<file path="src/rtl/cpu_pkg.sv">
// Shared definitions for the front-panel control unit: sizes, opcode values,
// instruction field positions, FSM state type and the 7-bit immediate sign-extender.
package cpu_pkg;

  localparam int unsigned NUM_REGS = 8;
  localparam int unsigned REG_AW   = 3;
  localparam int unsigned DATA_W   = 16;
  localparam int unsigned INSTR_W  = 18;
  localparam int unsigned OP_W     = 3;

  localparam logic [OP_W-1:0] OP_LOAD    = 3'd0;
  localparam logic [OP_W-1:0] OP_ADD     = 3'd1;
  localparam logic [OP_W-1:0] OP_ADDI    = 3'd2;
  localparam logic [OP_W-1:0] OP_SUB     = 3'd3;
  localparam logic [OP_W-1:0] OP_SUBI    = 3'd4;
  localparam logic [OP_W-1:0] OP_MUL     = 3'd5;
  localparam logic [OP_W-1:0] OP_CLEAR   = 3'd6;
  localparam logic [OP_W-1:0] OP_DISPLAY = 3'd7;

  // Field positions; rs2 and imm7 overlap on bit 6 by design of the encoding.
  localparam int unsigned OP_MSB  = 17;
  localparam int unsigned OP_LSB  = 15;
  localparam int unsigned RD_MSB  = 14;
  localparam int unsigned RD_LSB  = 12;
  localparam int unsigned RS1_MSB = 11;
  localparam int unsigned RS1_LSB = 9;
  localparam int unsigned RS2_MSB = 8;
  localparam int unsigned RS2_LSB = 6;
  localparam int unsigned IMM_MSB = 6;
  localparam int unsigned IMM_LSB = 0;

  typedef enum logic [1:0] {
    StIdle,
    StDecode,
    StExec,
    StWb
  } state_e;

  function automatic logic [DATA_W-1:0] sext7(input logic [6:0] imm);
    return {{(DATA_W - 7){imm[6]}}, imm};
  endfunction

endpackage

</file>
<file path="src/rtl/module_register_file.sv">
// 8x16 register file: two asynchronous read ports, one synchronous write port,
// and a single-cycle clear of every entry.
// Ports:
//   clk, rst_n           clock, asynchronous active-low reset (all entries to 0)
//   i_clear_all          zero every entry on the next rising edge (wins over write)
//   i_we/i_waddr/i_wdata synchronous write port
//   i_raddr1/o_rdata1    asynchronous read port 1
//   i_raddr2/o_rdata2    asynchronous read port 2
module module_register_file
  import cpu_pkg::*;
(
  input  logic              clk,
  input  logic              rst_n,
  input  logic              i_clear_all,
  input  logic              i_we,
  input  logic [REG_AW-1:0] i_waddr,
  input  logic [DATA_W-1:0] i_wdata,
  input  logic [REG_AW-1:0] i_raddr1,
  output logic [DATA_W-1:0] o_rdata1,
  input  logic [REG_AW-1:0] i_raddr2,
  output logic [DATA_W-1:0] o_rdata2
);

  logic [DATA_W-1:0] r_mem [NUM_REGS];

  always_ff @(posedge clk or negedge rst_n) begin
    if (!rst_n) begin
      for (int i = 0; i < NUM_REGS; i++) r_mem[i] <= '0;
    end else if (i_clear_all) begin
      for (int i = 0; i < NUM_REGS; i++) r_mem[i] <= '0;
    end else if (i_we) begin
      r_mem[i_waddr] <= i_wdata;
    end
  end

  assign o_rdata1 = r_mem[i_raddr1];
  assign o_rdata2 = r_mem[i_raddr2];

endmodule

</file>
<file path="src/rtl/module_control_unit.sv">
// Front-panel sequencer driving the combinational ALU. A send-button press in IDLE
// captures the switch word; the instruction then walks DECODE -> EXEC -> WB, one
// cycle each, and LOAD/CLEAR/DISPLAY are completed locally without the ALU.
// Ports:
//   clk, rst_n      clock, asynchronous active-low reset
//   send_button     raw asynchronous button level (synchronised inside)
//   instruction     18-bit switch word, sampled only on capture
//   alu_result      saturated ALU result, valid in the same cycle as the operands
//   alu_a/alu_b     registered ALU operands, held from EXEC until the next EXEC
//   alu_opcode      registered ALU opcode (0 for LOAD)
//   display_value   last DISPLAY selection or last written-back value
//   busy            high from capture until the FSM returns to IDLE
//   instr_done      one-cycle pulse during WB
module module_control_unit
  import cpu_pkg::*;
(
  input  logic               clk,
  input  logic               rst_n,
  input  logic               send_button,
  input  logic [INSTR_W-1:0] instruction,
  input  logic [DATA_W-1:0]  alu_result,
  output logic [DATA_W-1:0]  alu_a,
  output logic [DATA_W-1:0]  alu_b,
  output logic [OP_W-1:0]    alu_opcode,
  output logic [DATA_W-1:0]  display_value,
  output logic               busy,
  output logic               instr_done
);

  // Button synchroniser and rising-edge detect.
  logic r_sync1, r_sync2, r_btn_prev;
  logic w_press;

  always_ff @(posedge clk or negedge rst_n) begin
    if (!rst_n) begin
      r_sync1    <= 1'b0;
      r_sync2    <= 1'b0;
      r_btn_prev <= 1'b0;
    end else begin
      r_sync1    <= send_button;
      r_sync2    <= r_sync1;
      r_btn_prev <= r_sync2;
    end
  end

  assign w_press = r_sync2 & ~r_btn_prev;

  state_e             r_state, w_state_next;
  logic [INSTR_W-1:0] r_instr;
  logic [DATA_W-1:0]  r_alu_a, r_alu_b, r_result, r_display;
  logic [OP_W-1:0]    r_alu_op;

  logic [OP_W-1:0]   w_op;
  logic [REG_AW-1:0] w_rd, w_rs1, w_rs2;
  logic [DATA_W-1:0] w_imm;
  logic [DATA_W-1:0] w_rdata1, w_rdata2;

  assign w_op  = r_instr[OP_MSB:OP_LSB];
  assign w_rd  = r_instr[RD_MSB:RD_LSB];
  assign w_rs1 = r_instr[RS1_MSB:RS1_LSB];
  assign w_rs2 = r_instr[RS2_MSB:RS2_LSB];
  assign w_imm = sext7(r_instr[IMM_MSB:IMM_LSB]);

  logic              w_capture, w_load_ops, w_latch_res;
  logic              w_we, w_clear, w_disp_en;
  logic [DATA_W-1:0] w_wdata, w_disp_next;
  logic [DATA_W-1:0] w_alu_a_next, w_alu_b_next;
  logic [OP_W-1:0]   w_alu_op_next;

  // Operands are registered on the DECODE->EXEC edge so the ALU sees them for the
  // whole EXEC cycle; the result is registered on the EXEC->WB edge.
  always_comb begin
    w_alu_a_next  = w_rdata1;
    w_alu_b_next  = ((w_op == OP_ADDI) || (w_op == OP_SUBI)) ? w_imm : w_rdata2;
    w_alu_op_next = (w_op == OP_LOAD) ? OP_LOAD : w_op;
  end

  always_comb begin
    w_state_next = r_state;
    w_capture    = 1'b0;
    w_load_ops   = 1'b0;
    w_latch_res  = 1'b0;
    w_we         = 1'b0;
    w_wdata      = r_result;
    w_clear      = 1'b0;
    w_disp_en    = 1'b0;
    w_disp_next  = r_display;

    case (r_state)
      StIdle: begin
        if (w_press) begin
          w_capture    = 1'b1;
          w_state_next = StDecode;
        end
      end
      StDecode: begin
        w_load_ops   = 1'b1;
        w_state_next = StExec;
      end
      StExec: begin
        w_latch_res  = 1'b1;
        w_state_next = StWb;
      end
      StWb: begin
        w_state_next = StIdle;
        case (w_op)
          OP_LOAD: begin
            w_we    = 1'b1;
            w_wdata = w_imm;
          end
          OP_ADD, OP_ADDI, OP_SUB, OP_SUBI, OP_MUL: begin
            w_we    = 1'b1;
            w_wdata = r_result;
          end
          OP_CLEAR: begin
            w_clear     = 1'b1;
            w_disp_en   = 1'b1;
            w_disp_next = '0;
          end
          default: begin
            // DISPLAY: nothing is written, so the async read is still current.
            w_disp_en   = 1'b1;
            w_disp_next = w_rdata1;
          end
        endcase
        if (w_we) begin
          w_disp_en   = 1'b1;
          w_disp_next = w_wdata;
        end
      end
      default: w_state_next = StIdle;
    endcase
  end

  always_ff @(posedge clk or negedge rst_n) begin
    if (!rst_n) begin
      r_state   <= StIdle;
      r_instr   <= '0;
      r_alu_a   <= '0;
      r_alu_b   <= '0;
      r_alu_op  <= '0;
      r_result  <= '0;
      r_display <= '0;
    end else begin
      r_state <= w_state_next;
      if (w_capture) r_instr <= instruction;
      if (w_load_ops) begin
        r_alu_a  <= w_alu_a_next;
        r_alu_b  <= w_alu_b_next;
        r_alu_op <= w_alu_op_next;
      end
      if (w_latch_res) r_result <= alu_result;
      if (w_disp_en) r_display <= w_disp_next;
    end
  end

  module_register_file u_regfile (
    .clk        (clk),
    .rst_n      (rst_n),
    .i_clear_all(w_clear),
    .i_we       (w_we),
    .i_waddr    (w_rd),
    .i_wdata    (w_wdata),
    .i_raddr1   (w_rs1),
    .o_rdata1   (w_rdata1),
    .i_raddr2   (w_rs2),
    .o_rdata2   (w_rdata2)
  );

  assign alu_a         = r_alu_a;
  assign alu_b         = r_alu_b;
  assign alu_opcode    = r_alu_op;
  assign display_value = r_display;
  assign busy          = (r_state != StIdle);
  assign instr_done    = (r_state == StWb);

endmodule
</file>
<file path="config.mk">
export PLATFORM = sky130hd
export DESIGN_NAME = module_control_unit
export DESIGN_NICKNAME = d
export VERILOG_FILES = /design/src/rtl/cpu_pkg.sv /design/src/rtl/module_register_file.sv /design/src/rtl/module_control_unit.sv
export SDC_FILE = /design/constraint.sdc
export NUM_CORES = 1
export LEC_CHECK = 0
export BUFFER_PORTS_ARGS = -buffer_cell sky130_fd_sc_hd__buf_4
export CAP_MARGIN = 20
export CORE_MARGIN = 2
export CORE_UTILIZATION = 60
export CTS_BUF_LIST = sky130_fd_sc_hd__clkbuf_16
export CTS_CLUSTER_SIZE = 14
export DETAILED_ROUTE_END_ITERATION = 8
export HOLD_SLACK_MARGIN = 0.1
export PLACE_DENSITY_LB_ADDON = 0.15
export SYNTH_ARGS = -nofsm -noshare
export SYNTH_HDL_FRONTEND = slang
export SYNTH_HIERARCHICAL = 1
export SYNTH_SLANG_ARGS = --single-unit
</file>
<file path="constraint.sdc">
create_clock -name clk -period 2.7 [get_ports clk]
set_input_delay 0 -clock clk [delete_from_list [all_inputs] [get_ports clk]]
set_output_delay 0 -clock clk [all_outputs]
set_load 0.05 [all_outputs]
</file>
==> results of run 1 <==
-- cell families (layout without fill, tap and decap cells) --
family	after synthesis	in the layout	share of synthesized area
mux	154	154	0.229
xor+xnor	2	2	0.00149
compound gates	218	218	0.105
fa+ha+maj	4	4	0.00427
simple gates	369	369	0.140
flops	218	218	0.465
buf+inv	118	222	0.0548
-- layer usage --
layer | wire, um | part of all wire | vias up
met3 | 3060 | 0.094 | 63
met1 | 13300 | 0.41 | 4537
met4 | 776 | 0.024 | 0
li1 | - | - | 4037
met2 | 15400 | 0.47 | 440
met5 | 0 | 0 | -
-- synth_stat cells, types with 2 or more instances --
library cell / instances / area [um2]
nand2_1: 280 / 1050
dfrtp_1: 218 / 5460
a21oi_1: 131 / 656
mux2_2: 84 / 946
mux4_1: 56 / 1470
clkbuf_1: 45 / 169
a31oi_1: 31 / 194
o21ai_0: 28 / 140
buf_4: 23 / 173
nand3_1: 21 / 105
nor2_1: 19 / 71.3
a22o_1: 15 / 131
buf_2: 15 / 75.1
nand2b_1: 15 / 93.8
buf_6: 11 / 124
nand3b_1: 10 / 75.1
buf_1: 9 / 33.8
clkbuf_2: 9 / 45.0
mux4_2: 8 / 180
inv_1: 6 / 22.5
mux2_4: 6 / 90.1
a211o_1: 5 / 43.8
o21a_1: 5 / 37.5
ha_1: 4 / 50.1
nand4b_1: 4 / 35.0
and4b_1: 3 / 30.0
and4bb_2: 3 / 37.5
nand4bb_1: 3 / 33.8
nand4_1: 2 / 12.5
or3b_2: 2 / 17.5
-- power breakdown --
part,switching (mW),internal (mW)
combinational,5.38,4.11
clock,1.35,2.05
sequential,1.37,4.85
-- stage by stage --
stage	power [mW]	cells	util
5_1_grt	20.1	1452	0.710
2_1_floorplan	12.9	1083	-
6_report	19.1	1452	0.710
3_3_place_gp	15.2	1369	0.647
3_5_place_dp	15.4	1369	0.647
4_1_cts	18.9	1451	0.710
-- final cells by class --
cell class                      instances  share of cell area
Clock buffer                           25              0.0456
Timing Repair Buffer                  172               0.107
Inverter                                6             0.00164
Tap cell                              265              0.0242
Clock inverter                         19              0.0138
Sequential cell                       218               0.397
Multi-Input combinational cell        747               0.410
-- sequential cells by signal, summed over array words and instances (netlist names) --
name / count
u_regfile/r_mem: 128
alu_a: 16
r_btn_prev: 1
alu_opcode: 3
display_value: 16
r_sync2: 1
r_instr: 18
r_result: 16
r_state: 2
r_sync1: 1
alu_b: 16
-- worst max-delay path, cell delays in order, from the launching register on --
cell and delay, ns:
dfrtp_1 0.39, ha_1 0.29, inv_1 0.08, a21oi_1 0.36, buf_4 0.27, and4bb_2 0.23
buf_4 0.28, nand2_1 0.13, a21oi_1 0.18
-- worst paths after layout --
check | start | end | slack (ns) | cells after the start
setup / recovery | r_state[0] | u_regfile/r_mem[54] | 0.39 | 8
hold / removal | send_button | r_sync1 | 0.17 | 2
setup reg to reg | r_state[0] | u_regfile/r_mem[54] | 0.39 | 8
hold reg to reg | r_sync1 | r_sync2 | 0.36 | 0
max in group asynchronous | rst_n | u_regfile/r_mem[45] | 1.64 | 4
min in group asynchronous | rst_n | r_result[3] | 0.62 | 4
==> results.toml, run 1 <==
[sta]
setup-violations-final = 0
rsz0062_at_grt = "no"
post-route-period-util = 0.855
min_period_ns = 2.31
timing.fmax_ghz = 0.433
slew_headroom = 0.582
hold_viol = 0
skew_ns = 0.0165
worst_pin_slew_ns = 0.627
finalSetupTns_ns = 0
layout_setup_ws_ns = 0.392
whs_ns = 0.172
drv_slew = 0

[cts]
cts_tree = "built"
postCtsSetupBuffers = 0
cts-root-buf = "clkbuf_16"
path_clk_slew_ns = 0.06
post_cts_resized = 0
cts_buffers = 24
ctsHoldBuffers = 38
clock_sinks = 218
htreeDepth = 1
clk-insertion-delay-late_ns = 0.53
clk_path_buf_depth = 3

[logic_synthesis]
synthFlopType = "dfrtp_1"
syn_area_um2 = 11700
synth-edff-count = 0
avgSynthCellArea_um2 = 10.8
syn_inst = 1083
seq_area_frac_synth = 0.465
syn_nets = 1124
ys.warnings.count = 6
synth-seq-cells = 218
ys_types = 42
async_flop_share = 1.00

[detailed_routing]
vias_per_cell = 6.25
drt-total-wl_um = 32500
drt.antenna.violating_nets = 0
wl_per_cell_um = 22.4
firstDrtPassIters = 5
vias = 9077
first_iter_violations = 974
drc = 0

[cells_and_area]
drive_above_1_share = 0.237
regArea_um2 = 5460
fillers = 1354
multi_input_area_um2 = 5630
areaGrowthSynthToFinish_pct = 17.1
fin_area_um2 = 13700
diodes = 0
final_cell_mix = "nand2_1 (280), dfrtp_1 (217), a21oi_1 (131)"
fin_nets = 1210
final_common_cell = "nand2_1"

[job]
cap_violations = 0

[place]
place_hpwl_um = 19700
post-place-ws_ns = 0.514
gp_congestion = 0.804
place_area_um2 = 12500
portBuffers = 89

[worst_setup_path]
cp-start-kind = "register"
crit_required_ns = 3.13
worstSetupPathType = "reg2reg"
end_kind = "register"
critical_path_arrival_ns = 2.74
crit_fanout = 16

[power_and_ir_drop]
p_leak_nw = 6.27
pwr_density_cell_nw_per_um2 = 1390
vdd_drop_max_mv = 0.510

[die]
rows = 51
start_util = 0.606
core_um2 = 19300
die_h_um = 144
io_pins = 90
die-area_um2 = 20700
die_w_um = 144

[run_status]
status = "completed"

[grt]
use_met2 = 0.504
grt_use_met1 = 0.451
grt_pass1_vias = 8749
gr-total-overflow = 0
use_met3 = 0.0620
antenna_found_initial = 0
grt_usage = 0.319
grt_pass1_wl_um = 49800
grt_max_degree = 129
busiest_layer = "met2"

[hold_path]
hp-class = "in2reg"
Note: power is estimated with default switching activity, not from simulation.
==> run 2, diff against run 1 <==
PLACE_DENSITY = 0.79   (was not set)
PLACE_DENSITY_LB_ADDON = not set   (was 0.15)
SYNTH_HIERARCHICAL = not set   (was 1)
==> run 2 against run 1 <==
Effect of this change:
- hold slack got worse by 0.021 ns
- critical endpoint is now display_value[12]
- sequential cell count unchanged
- global-route usage rose by 1.9 points
==> results.toml, run 2 <==
[cts]
cts_tree = "built"
clk-insertion-delay-late_ns = 0.51
ctsHoldBuffers = 38
clk_path_buf_depth = 3
postCtsSetupBuffers = 0
htreeDepth = 1
post_cts_resized = 0
cts_buffers = 23
clock_sinks = 218
cts-root-buf = "clkbuf_16"
path_clk_slew_ns = 0.07

[cells_and_area]
fin_util = 0.728
reg_top3 = "u_regfile.r_mem x128, r_instr x18"
diodes = 0
fin_nets = 1034
largest_reg_flops = 128
areaGrowthSynthToFinish_pct = 19.3
top_register = "u_regfile.r_mem"
final_common_cell = "dfrtp_1"
drive_above_1_share = 0.290
final_cell_mix = "dfrtp_1 (216), nand2_1 (142), buf_4 (114)"

[die]
rows = 48
die_h_um = 136
die_w_um = 136
io_pins = 90
core_um2 = 17200
start_util = 0.610
die-area_um2 = 18500

[sta]
worst_pin_slew_ns = 1.15
rsz0062_at_grt = "no"
finalSetupTns_ns = 0
setup-violations-final = 0
hold_viol = 0
skew_ns = 0.00856
post-route-period-util = 0.849
whs_ns = 0.151
slew_headroom = 0.231
min_period_ns = 2.29
drv_slew = 0
layout_setup_ws_ns = 0.407
timing.fmax_ghz = 0.436

[logic_synthesis]
synth_top_area_frac = 0.520
async_flop_share = 1.00
synth.area.top_cells = "dfrtp_1 (52%), mux4_2 (14%), o21ai_0 (5.3%)"
synth_common_cells = "dfrtp_1 (218), nand2_1 (142), o21ai_0 (110)"
ys_types = 41
avgSynthCellArea_um2 = 12.0
synth-seq-cells = 218
yosysMostFrequentCell = "dfrtp_1"
syn_nets = 918
syn_inst = 877
syn_area_um2 = 10500
ys.warnings.count = 0
synthFlopType = "dfrtp_1"
yosysTopAreaCell = "dfrtp_1"
seq_area_frac_synth = 0.520
synth-edff-count = 0

[grt]
gr-total-overflow = 0
grt_pass1_vias = 8252
grt_pass1_wl_um = 46900
grt_max_degree = 69
grt_usage = 0.338
antenna_found_initial = 0

[detailed_routing]
wl_per_cell_um = 24.6
drt-total-wl_um = 30400
drt.antenna.violating_nets = 0
vias = 8192
drc = 0
first_iter_violations = 843
firstDrtPassIters = 5
vias_per_cell = 6.64

[run_status]
status = "completed"

[worst_setup_path]
end_kind = "register"
r2r_cells = 3
timing.rr.end = "display_value[12]"
r2r_setup_slack_ns = 0.41
cp-start-kind = "register"
crit_fanout = 21
crit_required_ns = 3.05
timing.rr.start = "r_instr[10]"
critical_path_arrival_ns = 2.65
worstSetupPathType = "reg2reg"

[power_and_ir_drop]
switching_share = 0.438
fin_total_pwr_mw = 16.7
vdd_drop_max_mv = 0.922
internal_power_mw = 9.41
p_leak_nw = 5.51
p_seq_frac = 0.347
combPwrFrac = 0.465
switching_power_mw = 7.34
pwr-share-clk = 0.188
pwr_density_cell_nw_per_um2 = 1340

[place]
place_hpwl_um = 18300
gp_congestion = 0.812
portBuffers = 89
post-place-ws_ns = 0.461

[job]
cap_violations = 0

[hold_path]
holdPathEnd = "r_sync1"
hold_start = "send_button"
holdPathStages = 2
hp-class = "in2reg"
==> run 2: cell count changes in the layout (fill, tap and decap cells not counted), moves of 15 or more <==
cell      previous run  this run
nand2_1            280       142
a21oi_1            131        37
o21ai_0             28       110
mux4_1              56         0
mux4_2               8        64
mux2_2              84        47
a31oi_1             31         0
mux2i_1              0        27
o21ai_1              0        17
nand3_1             21         5
o221ai_1             0        16
a22o_1              15         0
==> run 2: kinds of logic after synthesis <==
| kind of cell | count (synthesis) | synth area share |
|---|---|---|
| buf+inv | 73 | 0.0314 |
| mux | 139 | 0.215 |
| flops | 218 | 0.520 |
| compound gates | 222 | 0.134 |
| simple gates | 220 | 0.0930 |
| fa+ha+maj | 4 | 0.00478 |
| xor+xnor | 1 | 0.000836 |
==> run 2: worst max-delay path by stage <==
stage,from,end,slack (ns),cells past startpoint
2_1_floorplan,r_state[0],u_regfile.r_mem[25],0.46,8
3_3_place_gp,r_instr[10],display_value[12],0.54,3
3_5_place_dp,r_instr[10],display_value[12],0.46,3
4_1_cts,r_instr[10],display_value[12],0.44,3
5_1_grt,r_instr[10],display_value[7],0.29,4
6_report,r_instr[10],display_value[12],0.41,3
==> run 2: routing by layer <==
layer / part of all wire / global-route usage
met1: 0.39 / 0.460
met2: 0.48 / 0.533
met3: 0.10 / 0.0817
met4: 0.032 / 0.128
met5: 0 / 0
==> run 2: critical path, cell delays in order (launching register included) <==
cell and delay (ns):
dfrtp_2 0.82, mux4_2 0.59, mux2i_1 0.49, o221ai_1 0.22
==> run 2: layout make-up <==
| cell class | instances | area [um2] |
|---|---|---|
| sequential | 218 | 5460 |
| clock inverter | 18 | 161 |
| inverter | 9 | 33.8 |
| fill | 1112 | 4680 |
| timing repair buffer | 155 | 1290 |
| clock buffer | 23 | 576 |
| multi-input combinational | 586 | 4700 |
| tap | 225 | 282 |
==> run 2: power groups by stage <==
stage	Clock, mW	Combinational [mW]	Sequential, mW
floorplan	0	4.59	6.37
global placement	0	7.32	5.71
detailed placement	0	7.54	5.76
CTS	3.16	7.66	5.75
global route	3.30	8.24	5.93
finish	3.16	7.78	5.81
==> run 2: through the flow <==
step           cell area (um2)  instances
5_1_grt                  12500       1234
4_1_cts                  12500       1234
3_5_place_dp             11400       1155
2_1_floorplan            10500        877
6_report                 12500       1234
3_3_place_gp             11400       1155
